## config.mk

```make
export PLATFORM = sky130hd
export DESIGN_NAME = issue_queue
export DESIGN_NICKNAME = d
export VERILOG_FILES = /design/src/rtl/issue_queue_pkg.sv /design/src/rtl/iq_fifo.sv /design/src/rtl/issue_queue.sv
export SDC_FILE = /design/constraint.sdc
export NUM_CORES = 1
export LEC_CHECK = 0
export ABC_AREA = 1
export CAP_MARGIN = 15
export CORE_ASPECT_RATIO = 1.4
export CORE_UTILIZATION = 45
export DETAILED_ROUTE_END_ITERATION = 6
export SETUP_SLACK_MARGIN = 0.2
export SYNTH_ARGS = -nofsm -noshare
export SYNTH_HDL_FRONTEND = slang
export SYNTH_SLANG_ARGS = --single-unit
```

## constraint.sdc

```tcl
create_clock -name CLK -period 3.51 [get_ports CLK]
set_input_delay 1.053 -clock CLK [delete_from_list [all_inputs] [get_ports CLK]]
set_output_delay 1.053 -clock CLK [all_outputs]
set_load 0.005 [all_outputs]
```

## src/rtl/issue_queue_pkg.sv

```systemverilog
// Shared types for the decode -> issue -> reservation-station path:
// RS tags, the decoded task record and the issue-queue entry.
package issue_queue_pkg;

    localparam int RS_TAG_W = 4;

    // RS tag values index the rs_busy vector; INVALID means "no RS selected"
    typedef enum logic [RS_TAG_W-1:0] {
        RS_ALU0   = 4'd0,
        RS_ALU1   = 4'd1,
        RS_ALU2   = 4'd2,
        RS_MUL0   = 4'd3,
        RS_MUL1   = 4'd4,
        RS_LOAD0  = 4'd5,
        RS_LOAD1  = 4'd6,
        RS_STORE0 = 4'd7,
        INVALID   = 4'hF
    } RS_tag_type;

    typedef struct packed {
        logic [6:0]  opcode;
        logic [4:0]  rd;
        logic [4:0]  rs1;
        logic [4:0]  rs2;
        logic [15:0] imm;
        logic        reg_write;
    } task_t;

    // "task" is a keyword, so the task field is named tsk
    typedef struct packed {
        task_t      tsk;
        RS_tag_type rs;
    } iq_entry_t;

    // A dispatch renames rd only when it really writes a non-zero register
    function automatic logic renames(input task_t t);
        return t.reg_write && (t.rd != 5'd0);
    endfunction

endpackage

```

## src/rtl/iq_fifo.sv

```systemverilog
// Circular buffer of issue-queue entries. Push is ignored when full, pop
// when empty, and flush clears occupancy and both pointers on the next edge.
module iq_fifo
    import issue_queue_pkg::*;
#(
    parameter int DEPTH = 8
) (
    input  logic                   i_clk,
    input  logic                   i_rst_n,
    input  logic                   i_flush,
    input  logic                   i_push,
    input  iq_entry_t              i_data,
    input  logic                   i_pop,
    output iq_entry_t              o_head,
    output logic                   o_full,
    output logic                   o_empty,
    output logic [$clog2(DEPTH):0] o_count
);

    localparam int PW = $clog2(DEPTH);

    iq_entry_t     r_mem [DEPTH];
    logic [PW-1:0] r_rd_ptr;
    logic [PW-1:0] r_wr_ptr;
    logic [PW:0]   r_count;
    logic          w_push;
    logic          w_pop;

    assign o_full  = (r_count == (PW+1)'(DEPTH));
    assign o_empty = (r_count == '0);
    assign w_push  = i_push && !o_full  && !i_flush;
    assign w_pop   = i_pop  && !o_empty && !i_flush;
    assign o_head  = r_mem[r_rd_ptr];
    assign o_count = r_count;

    // Entry storage; slots outside the occupied window are never observed, so no reset
    always_ff @(posedge i_clk) begin
        if (w_push)
            r_mem[r_wr_ptr] <= i_data;
    end

    // Pointers and occupancy; DEPTH is a power of two so pointers wrap naturally
    always_ff @(posedge i_clk or negedge i_rst_n) begin
        if (!i_rst_n) begin
            r_rd_ptr <= '0;
            r_wr_ptr <= '0;
            r_count  <= '0;
        end else if (i_flush) begin
            r_rd_ptr <= '0;
            r_wr_ptr <= '0;
            r_count  <= '0;
        end else begin
            if (w_push)
                r_wr_ptr <= r_wr_ptr + 1'b1;
            if (w_pop)
                r_rd_ptr <= r_rd_ptr + 1'b1;
            case ({w_push, w_pop})
                2'b10:   r_count <= r_count + 1'b1;
                2'b01:   r_count <= r_count - 1'b1;
                default: r_count <= r_count;
            endcase
        end
    end

endmodule

```

## src/rtl/issue_queue.sv

```systemverilog
// In-order issue queue between decode and the reservation stations.
// The head entry is offered to its target RS whenever that RS is free;
// a busy head blocks everything behind it. Each dispatch also drives the
// map-table write renaming rd to the RS tag.
// Optional build macro ISSUE_Q_BYPASS_EN: an incoming task meeting an empty
// queue and a free RS dispatches in the same cycle without being stored.
module issue_queue
    import issue_queue_pkg::*;
#(
    parameter int DEPTH  = 8,
    parameter int NUM_RS = 8
) (
    input  logic                   CLK,
    input  logic                   RST_N,
    input  logic                   flush,
    input  logic                   enq_valid,
    input  task_t                  enq_task,
    input  RS_tag_type             enq_rs,
    output logic                   enq_ready,
    input  logic [NUM_RS-1:0]      rs_busy,
    output task_t                  DISPATCH_TASK,
    output RS_tag_type             dest_RS,
    output logic                   map_we,
    output logic [4:0]             map_rd,
    output RS_tag_type             map_tag,
    output logic [$clog2(DEPTH):0] count
);

    iq_entry_t         w_enq_entry;
    iq_entry_t         w_head;
    iq_entry_t         w_sel;
    logic              w_full;
    logic              w_empty;
    logic [NUM_RS-1:0] w_head_sel;
    logic              w_head_busy;
    logic              w_head_fire;
    logic              w_byp_fire;
    logic              w_fire;
    logic              w_push;

    assign w_enq_entry = '{tsk: enq_task, rs: enq_rs};

    // One-hot of the head's RS; an out-of-range tag shifts out to all zeros
    assign w_head_sel  = NUM_RS'(1) << w_head.rs;
    assign w_head_busy = |(rs_busy & w_head_sel);
    assign w_head_fire = !w_empty && !w_head_busy && !flush;

`ifdef ISSUE_Q_BYPASS_EN
    logic [NUM_RS-1:0] w_enq_sel;
    logic              w_enq_busy;
    assign w_enq_sel  = NUM_RS'(1) << enq_rs;
    assign w_enq_busy = |(rs_busy & w_enq_sel);
    assign w_byp_fire = w_empty && enq_valid && !w_enq_busy && !flush;
`else
    assign w_byp_fire = 1'b0;
`endif

    // A bypassed task goes straight to the RS and must not also be stored
    assign w_push    = enq_valid && !w_full && !flush && !w_byp_fire;
    assign w_fire    = w_head_fire || w_byp_fire;
    assign w_sel     = w_byp_fire ? w_enq_entry : w_head;
    assign enq_ready = !w_full;

    iq_fifo #(
        .DEPTH (DEPTH)
    ) u_fifo (
        .i_clk   (CLK),
        .i_rst_n (RST_N),
        .i_flush (flush),
        .i_push  (w_push),
        .i_data  (w_enq_entry),
        .i_pop   (w_head_fire),
        .o_head  (w_head),
        .o_full  (w_full),
        .o_empty (w_empty),
        .o_count (count)
    );

    // Dispatch bus and rename write; idle bus is zero with dest INVALID
    always_comb begin
        DISPATCH_TASK = '0;
        dest_RS       = INVALID;
        map_we        = 1'b0;
        map_rd        = w_sel.tsk.rd;
        map_tag       = w_sel.rs;
        if (w_fire) begin
            DISPATCH_TASK = w_sel.tsk;
            dest_RS       = w_sel.rs;
            map_we        = renames(w_sel.tsk);
        end
    end

    // Decode must never hand over a task without a target RS
    a_enq_rs_valid: assert property (@(posedge CLK) disable iff (!RST_N)
        (enq_valid && enq_ready && !flush) |-> (enq_rs != INVALID));

endmodule

```

After elaboration in Yosys (flattened, before gate mapping):

Memory sizes are Yosys's and may differ from the RTL's.
Cells that the tools add are included.

* muxes and demuxes: 11
* eq/ne operators: 3
* div/mod/pow operators: 0
* magnitude comparators: 0
* $mul: 0
* $add $sub $neg: 4
* reductions and logical operators: 19
* bitwise gates (word level): 1
* shifts and indexed selects: 1

Operators by type and width (number)
* 39-bit two-way mux: 1
* 3-bit two-way mux: 4
* 1-bit logical AND: 9
* 8-bit bitwise AND: 1
* 4-bit two-way mux: 2
* 4-bit one-hot mux with 2 select lines: 1
* 8-bit OR reduction: 1
* 1-bit by 4-bit << shifter with 8-bit output (first input constant): 1
* 3-bit by 1-bit adder with 3-bit output (second input constant): 2
* 5-bit nonzero test: 1
* 4-bit by 1-bit adder with 4-bit output (second input constant): 1
* 4-bit == test (second input constant): 1
* 1-bit zero test: 4
* 4-bit zero test: 1
* 2-bit nonzero test: 2
* 4-bit by 1-bit subtractor with 4-bit output (second input constant): 1
* 1-bit two-way mux: 3
* 3-bit nonzero test: 1
* 2-bit by 1-bit == test with 1-bit output (second input constant): 1
* 2-bit == test (second input constant): 1

* bits in latches: 0
* register bits after elaboration: 10
* bits in read-only memories: 0
* input port bits: 55
* bits in writable memories: 344
* memories: 1
* output and inout bits: 58

Memories
* u_fifo.r_mem: words 8, bits a word 43, read ports 1, clocked after memory_dff 0, write ports 1, RTL line iq_fifo.sv:22 `iq_entry_t r_mem [DEPTH];`

Logic depth before layout (Yosys ltp):

Gate-level depths: netlist (run 1).
An unclocked memory read counts as a cell.

* word-level depth: 12
* depth in mapped cells: 22

By module:

A second synthesis (run 1) with hierarchy kept.

* cells, all modules: 1222
* area total of the unflattened synthesis: 14580.2 µm²

By module, submodules not included
* iq_fifo: area each 13979.7 µm², cells an instance 1106, instances 1
* issue_queue: area each 600.6 µm², cells an instance 116, instances 1

Least setup slack after synthesis (run 1):

OpenSTA, ideal clock, no wires.

* path type: input port to flip-flop
* start: in enq_valid
* end: mem u_fifo.r_mem[0][0] (netlist bit), enable pin
* path buffers: 0
* data required time: 3.066 ns
* path slack: -0.175 ns
* library setup time: 0.444 ns
* arrival: 3.241 ns
* cell stages on the path: 4
* cell sequence: nand2_1 > nor2_1 > nand2_1 > nor2_1

* longest elaborated chain between the ends: 6

Ends and longest elaborated chain
* start: declaration: RTL line issue_queue.sv:16 `input logic enq_valid,`
* 1-bit logical AND (2 in a row): RTL line issue_queue.sv:59 `assign w_push = enq_valid && !w_full && !flush && !w_byp_fire;`
* 1-bit logical AND (2 in a row): RTL line iq_fifo.sv:31 `assign w_push = i_push && !o_full && !i_flush;`
* 1-bit two-way mux: RTL line iq_fifo.sv:38 `if (w_push)`
* 1-bit two-way mux (implied by the code): RTL line iq_fifo.sv:39 `r_mem[r_wr_ptr] <= i_data;`
* end: declaration: RTL line iq_fifo.sv:22

No other way between the ends.

==> flow_summary.ini, run 1 <==
[critical_path]
crit_chain = buf_6, nor2_2, nor2_1, nand2_1, nand2_2, o21ai_4, nand3_2, nand2_2, nand2_2, nand3_4, nand2_8, buf_8, buf_6, buf_12, a211oi_2, buf_2
start_kind = flop
r2r-start = u_fifo.r_rd_ptr[0]
slowest_delay_ns = 0.55
r2r-end = u_fifo.o_count[3]
crit_required_ns = 2.46
cp.arrival_ns = 2.81
critPathKind = flop to output port
r2r_cells = 24
crit_top_cell = nand2_2
critPathMaxFanout = 6
reg2reg_slack_ns = 0.55
critical_path.top_delay_family = buffers and inverters
critPathBufInv = 5
endpoint_kind = output port
critical_path.slowest_cell = dfrtp_4

[clock_tree]
hold_buffers = 0
path_clk_slew_ns = 0.06
cts_tree = yes
cts_buffers = 34
htree_levels = 2
numClockSinks = 354
ctsLongestPathBuffers = 3
clockRootBuffer = clkbuf_16
insertion_delay_ns = 0.52

[logic_synthesis]
synthAdderAreaFrac_pct = 0.486
synth_top_family_by_area = compound AO/OA/AOI/OAI gates
synthMuxAreaShare_pct = 0
yosys_warnings = 0
synth.avg_cell_area_um2 = 13.3
synth_xor_area_share_pct = 0.182
syn-cell-area_um2 = 14400
yosys_register_bits = 354
yosysUniqueCellTypes = 32
synthCells = 1080
syn_nets = 1140
synth_compound_area_share_pct = 12.8
synth-simple-area-share_pct = 9.71
synth_seq_area_share_pct = 73.4

[place]
portBuffers = 112
place.gp.congestion = 0.746
dp_worst_setup_slack_ns = -0.440
hpwl_um = 19300

[global_routing]
grt_usage_pct = 21.0
grt_pass1_wl_um = 52100
first_global_vias = 9275
gr-total-overflow = 0
grt_max_degree = 50
grt_antenna_before_repair = 2

[min_path]
holdCritPathClass = flop to flop
holdPathStages = 2
hold_path_end = u_fifo.o_count[3]
hp-start = u_fifo.o_count[3]

[timing]
finalSetupTns_ns = -10.98
hold_viol = 0
slew_viol_final = 0
tightestPinTransition_ns = 0.517
final.min_clock_period_ns = 3.86
skew_ns = 0.0124
fin_ws_ns = -0.353
fin_crit_sh_pct = 110
max_slew_margin_pct = 65.4
rsz0062_at_grt = yes
setup_viol = 45
hold_ws_ns = 0.588
max_freq_mhz = 259

[drt]
drt-wirelength-per-cell_um = 20.3
vias = 9388
drt_wl_total_um = 34300
viasPerCell = 5.56
ant_nets = 0
drt_iter0_markers = 634
first_pass_iters = 5
drc = 0

[floorplanning]
rows = 77
start_util_pct = 45.6
die_h_um = 214
dieArea_um2 = 32800
ios = 113
die-width_um = 153
coreArea_um2 = 31600

[layout]
areaGrowthSynthToFinish_pct = 25.8
drive_gt1_share_pct = 22.3
mostFrequentLayoutCells = edfxtp_1 (344), nand2_1 (149), nor2_1 (136)
fin_nets = 1330
final_common_cell = edfxtp_1

[run_status]
status = finished, violations left
violations = setup timing

[power_and_ir_drop]
powerDensity_nw_per_um2 = 742
p_leak_nw = 6.54
irDropWorstVdd_v = 0.000481

[job]
drv_cap = 0
## sequential cells by signal, indices dropped and copies added (netlist names)
| name | count |
|---|---|
| u_fifo.r_wr_ptr | 3 |
| u_fifo.r_rd_ptr | 3 |
| u_fifo.r_mem | 344 |
| u_fifo.o_count | 4 |
## tightest hold or removal path, stage by stage, from the launching register on
cell and delay (ns):
dfrtp_1 0.43, nand2_1 0.08, nand2_1 0.05
## cell usage after synthesis
cell | instances | area [µm²]
nand2_2 | 1 | 6.26
nand4_1 | 2 | 12.5
nand2_1 | 156 | 586
buf_8 | 1 | 15.0
buf_2 | 20 | 100
edfxtp_1 | 344 | 10300
xnor2_1 | 1 | 8.76
nand3_4 | 2 | 35.0
dfrtp_1 | 10 | 250
o21a_1 | 5 | 37.5
nand2_4 | 4 | 45.0
a21oi_1 | 36 | 180
buf_1 | 8 | 30.0
clkbuf_1 | 32 | 120
o21ai_2 | 4 | 35.0
buf_4 | 3 | 22.5
o21ai_1 | 24 | 120
fa_1 | 1 | 20.0
o221ai_1 | 2 | 17.5
a211oi_2 | 33 | 413
buf_6 | 4 | 45.0
nand3_2 | 5 | 50.1
a32o_1 | 33 | 330
o22ai_1 | 47 | 294
nand3_1 | 19 | 95.1
o21ai_0 | 82 | 410
xor2_1 | 2 | 17.5
nor2_1 | 152 | 571
ha_1 | 4 | 50.1
inv_1 | 38 | 143
o22ai_2 | 1 | 12.5
inv_2 | 4 | 15.0
## how the worst max path moves through the flow
| stage | to | start | slack, ns | depth (start not counted) |
|---|---|---|---|---|
| floorplan | u_fifo.r_mem[0][0] | enq_valid | -0.17 | 4 |
| global placement | DISPATCH_TASK[3] | rs_busy[2] | -0.38 | 10 |
| detailed placement | DISPATCH_TASK[18] | rs_busy[2] | -0.44 | 10 |
| CTS | DISPATCH_TASK[15] | u_fifo.r_rd_ptr[0] | -0.39 | 16 |
| global route | DISPATCH_TASK[20] | u_fifo.r_rd_ptr[0] | -0.48 | 18 |
| finish | DISPATCH_TASK[15] | u_fifo.r_rd_ptr[0] | -0.35 | 16 |
## cells by family (layout without fill, tap and decap cells)
kind of cell | Yosys count | count (layout)
AND/OR/NAND/NOR | 341 | 341
XOR/XNOR | 3 | 3
flip-flops | 354 | 354
adder cells (fa/ha/maj) | 5 | 5
other | 0 | 2
AO/OA/AOI/OAI | 267 | 267
buffers and inverters | 110 | 323
## final cells by class
| class | count | area, µm² |
|---|---|---|
| Antenna cell | 2 | 5.00 |
| Clock buffer | 44 | 952 |
| Clock inverter | 15 | 148 |
| Fill cell | 2539 | 13500 |
| Inverter | 42 | 178 |
| Multi-Input combinational cell | 616 | 3540 |
| Sequential cell | 354 | 10600 |
| Tap cell | 395 | 494 |
| Timing Repair Buffer | 222 | 2230 |
## power by group
group          leakage (nW)  internal [W]  switching, W
combinational          2.77       0.00228       0.00268
clock                 0.534       0.00213       0.00150
sequential             3.24       0.00478     0.0000870
total                  6.54       0.00919       0.00427
## per-layer routing
metal / GRT usage [%] / wire (µm) / vias up
li1: - / - / 4368
met1: 26.2 / 14500 / 4740
met2: 37.5 / 17400 / 222
met3: 3.01 / 1480 / 58
met4: 7.21 / 918 / 0
met5: 0 / 0 / -
## per-stage QoR
stage / area [µm²] / cells / power, W / utilization, %
6_report: 18100 / 1690 / 0.0135 / 57.4
5_1_grt: 18100 / 1689 / 0.0141 / 57.4
4_1_cts: 18000 / 1675 / 0.0133 / 56.8
3_5_place_dp: 16500 / 1588 / 0.00917 / 52.1
3_3_place_gp: 16500 / 1588 / 0.00915 / 52.1
2_1_floorplan: 14400 / 1080 / 0.00735 / -
## timing repair
| item | 4_1_cts | 5_1_grt |
|---|---|---|
| gates resized for setup | 185 | 64 |
| endpoints found under the setup margin | 52 | 53 |
| setup buffers | 22 | 11 |
| pin swaps | 14 | 11 |
| gates cloned | 6 | 2 |
Note: power is estimated with default switching activity, not from simulation.
==> run 2: changes to the inputs <==
CTS_BUF_LIST = sky130_fd_sc_hd__clkbuf_16   (was unset)
==> flow_summary.ini, run 2 (same netlist as run 1, synthesis figures left out) <==
[layout]
top_register = u_fifo.r_mem
areaGrowthSynthToFinish_pct = 25.8
fin_nets = 1330
mostFrequentLayoutCells = edfxtp_1 (344), nand2_1 (149), nor2_1 (136)
fillers = 2539
drive_gt1_share_pct = 22.3
final_cells = 1690
final_common_cell = edfxtp_1
design_area_um2 = 18100
largest_reg_flops = 344

[critical_path]
cp_num_cells = 16
crit_top_cell = nand2_2
critical_path.top_delay_family = buffers and inverters
endpoint_kind = output port
critPathKind = flop to output port
crit_chain = buf_6, nor2_2, nor2_1, nand2_1, nand2_2, o21ai_4, nand3_2, nand2_2, nand2_2, nand3_4, nand2_8, buf_8, buf_6, buf_12, a211oi_2, buf_2
start_kind = flop
critical_path.slowest_cell = dfrtp_4
crit_required_ns = 2.46
slowest_delay_ns = 0.55
critPathBufInv = 5
r2r_cells = 24
cp.arrival_ns = 2.81
critPathMaxFanout = 6

[job]
drv_cap = 0

[min_path]
holdCritPathClass = flop to flop
holdPathStages = 2

[floorplanning]
ios = 113
die_h_um = 214
rows = 77
start_util_pct = 45.6
coreArea_um2 = 31600
dieArea_um2 = 32800
die-width_um = 153

[drt]
drc = 0
ant_nets = 0
drt_wl_total_um = 34200
vias = 9365
drt-wirelength-per-cell_um = 20.3
drt_iter0_markers = 617
first_pass_iters = 5
viasPerCell = 5.54

[run_status]
status = finished, violations left
violations = setup timing

[global_routing]
grt_pass1_wl_um = 52100
grtUsageMet2_pct = 37.5
first_global_vias = 9275
gr-total-overflow = 0
grtUsageMet3_pct = 3.01
gr-max-usage-layer = met2
grt_antenna_before_repair = 2
use_met1_pct = 26.2
grt_usage_pct = 21.0
grt_max_degree = 50

[power_and_ir_drop]
powerDensity_nw_per_um2 = 741
p_leak_nw = 6.57
irDropWorstVdd_v = 0.000481

[timing]
rsz0062_at_grt = yes
skew_ns = 0.0125
max_slew_margin_pct = 65.4
setup_viol = 45
max_freq_mhz = 259
hold_viol = 0
slew_viol_final = 0
finalSetupTns_ns = -10.99
final.min_clock_period_ns = 3.86
fin_crit_sh_pct = 110
tightestPinTransition_ns = 0.517
fin_ws_ns = -0.353

[place]
postPlaceCellArea_um2 = 16500
place.gp.congestion = 0.746
portBuffers = 112
dpl.cell_count = 1588
hpwl_um = 19300

[clock_tree]
path_clk_slew_ns = 0.06
htree_levels = 2
hold_buffers = 0
cts_tree = yes
cts_buffers = 34
numClockSinks = 354
ctsLongestPathBuffers = 3
clockRootBuffer = clkbuf_16
insertion_delay_ns = 0.52
## run 2: cell types whose count changed in the layout (fill, tap and decap cells not counted)
cell      before  now
inv_1         36   43
clkbuf_1       7    0
## run 2: path summary, 6_finish.rpt
path / start / slack (ns) / to
worst max-delay path: u_fifo.r_rd_ptr[0] / -0.35 / DISPATCH_TASK[15]
worst min-delay path: u_fifo.o_count[3] / 0.59 / u_fifo.o_count[3]
worst max register to register: u_fifo.r_rd_ptr[0] / 0.55 / u_fifo.o_count[3]
worst min register to register: u_fifo.o_count[3] / 0.59 / u_fifo.o_count[3]
max in group asynchronous: RST_N / 2.24 / u_fifo.r_rd_ptr[2]
min in group asynchronous: RST_N / 0.88 / u_fifo.o_count[1]
## run 2: worst register-to-register path, stage by stage, from the launching register on
cell	delay, ns
dfrtp_4	0.55
buf_6	0.17
nor2_2	0.07
nor2_1	0.04
nand2_1	0.08
nand2_2	0.08
buf_6	0.12
nand2_4	0.05
nand2_4	0.06
nand3_2	0.07
nand2_2	0.05
nand2_2	0.08
nand3_4	0.09
buf_4	0.16
nand3_2	0.06
inv_1	0.08
ha_1	0.32
a21oi_1	0.13
nand2_1	0.08
xor2_1	0.18
inv_1	0.07
nand4_1	0.09
nand2_1	0.05
nand3_1	0.06
nand2_1	0.05
## run 2: final cells by class
| type | count | area [µm²] | share of cell area, % |
|---|---|---|---|
| Sequential cell | 354 | 10600 | 58.4 |
| Multi-Input combinational cell | 616 | 3540 | 19.5 |
| Antenna cell | 2 | 5.00 | 0.0276 |
| Clock inverter | 22 | 174 | 0.959 |
| Inverter | 42 | 178 | 0.980 |
| Clock buffer | 37 | 926 | 5.10 |
| Timing Repair Buffer | 222 | 2230 | 12.3 |
| Tap cell | 395 | 494 | 2.72 |
## run 2: what timing repair did
action | CTS | global route
resized for setup | 185 | 64
setup buffers | 22 | 11
pin swaps | 14 | 11
gates cloned | 6 | 2
endpoints found under the setup margin | 52 | 53
## run 2: metrics by stage
step | utilization, % | power (W) | hold WS [ns] | worst slack [ns]
global placement | 52.1 | 0.00915 | 0.570 | -0.380
detailed placement | 52.1 | 0.00917 | 0.576 | -0.440
finish | 57.4 | 0.0134 | 0.588 | -0.353
global route | 57.4 | 0.0141 | 0.626 | -0.479
CTS | 56.8 | 0.0133 | 0.593 | -0.386
floorplan | - | 0.00735 | 0.543 | -0.175
## run 2: layer usage
metal,part of all wire [%],up-vias
met2,51,212
met4,2.7,0
met5,0,-
met1,42,4728
li1,-,4367
met3,4.1,58
## run 2: report_power, final
part	switching, W	total [W]	internal, W
sequential	0.0000870	0.00487	0.00478
clock	0.00150	0.00361	0.00211
combinational	0.00268	0.00496	0.00228
total	0.00427	0.0134	0.00917
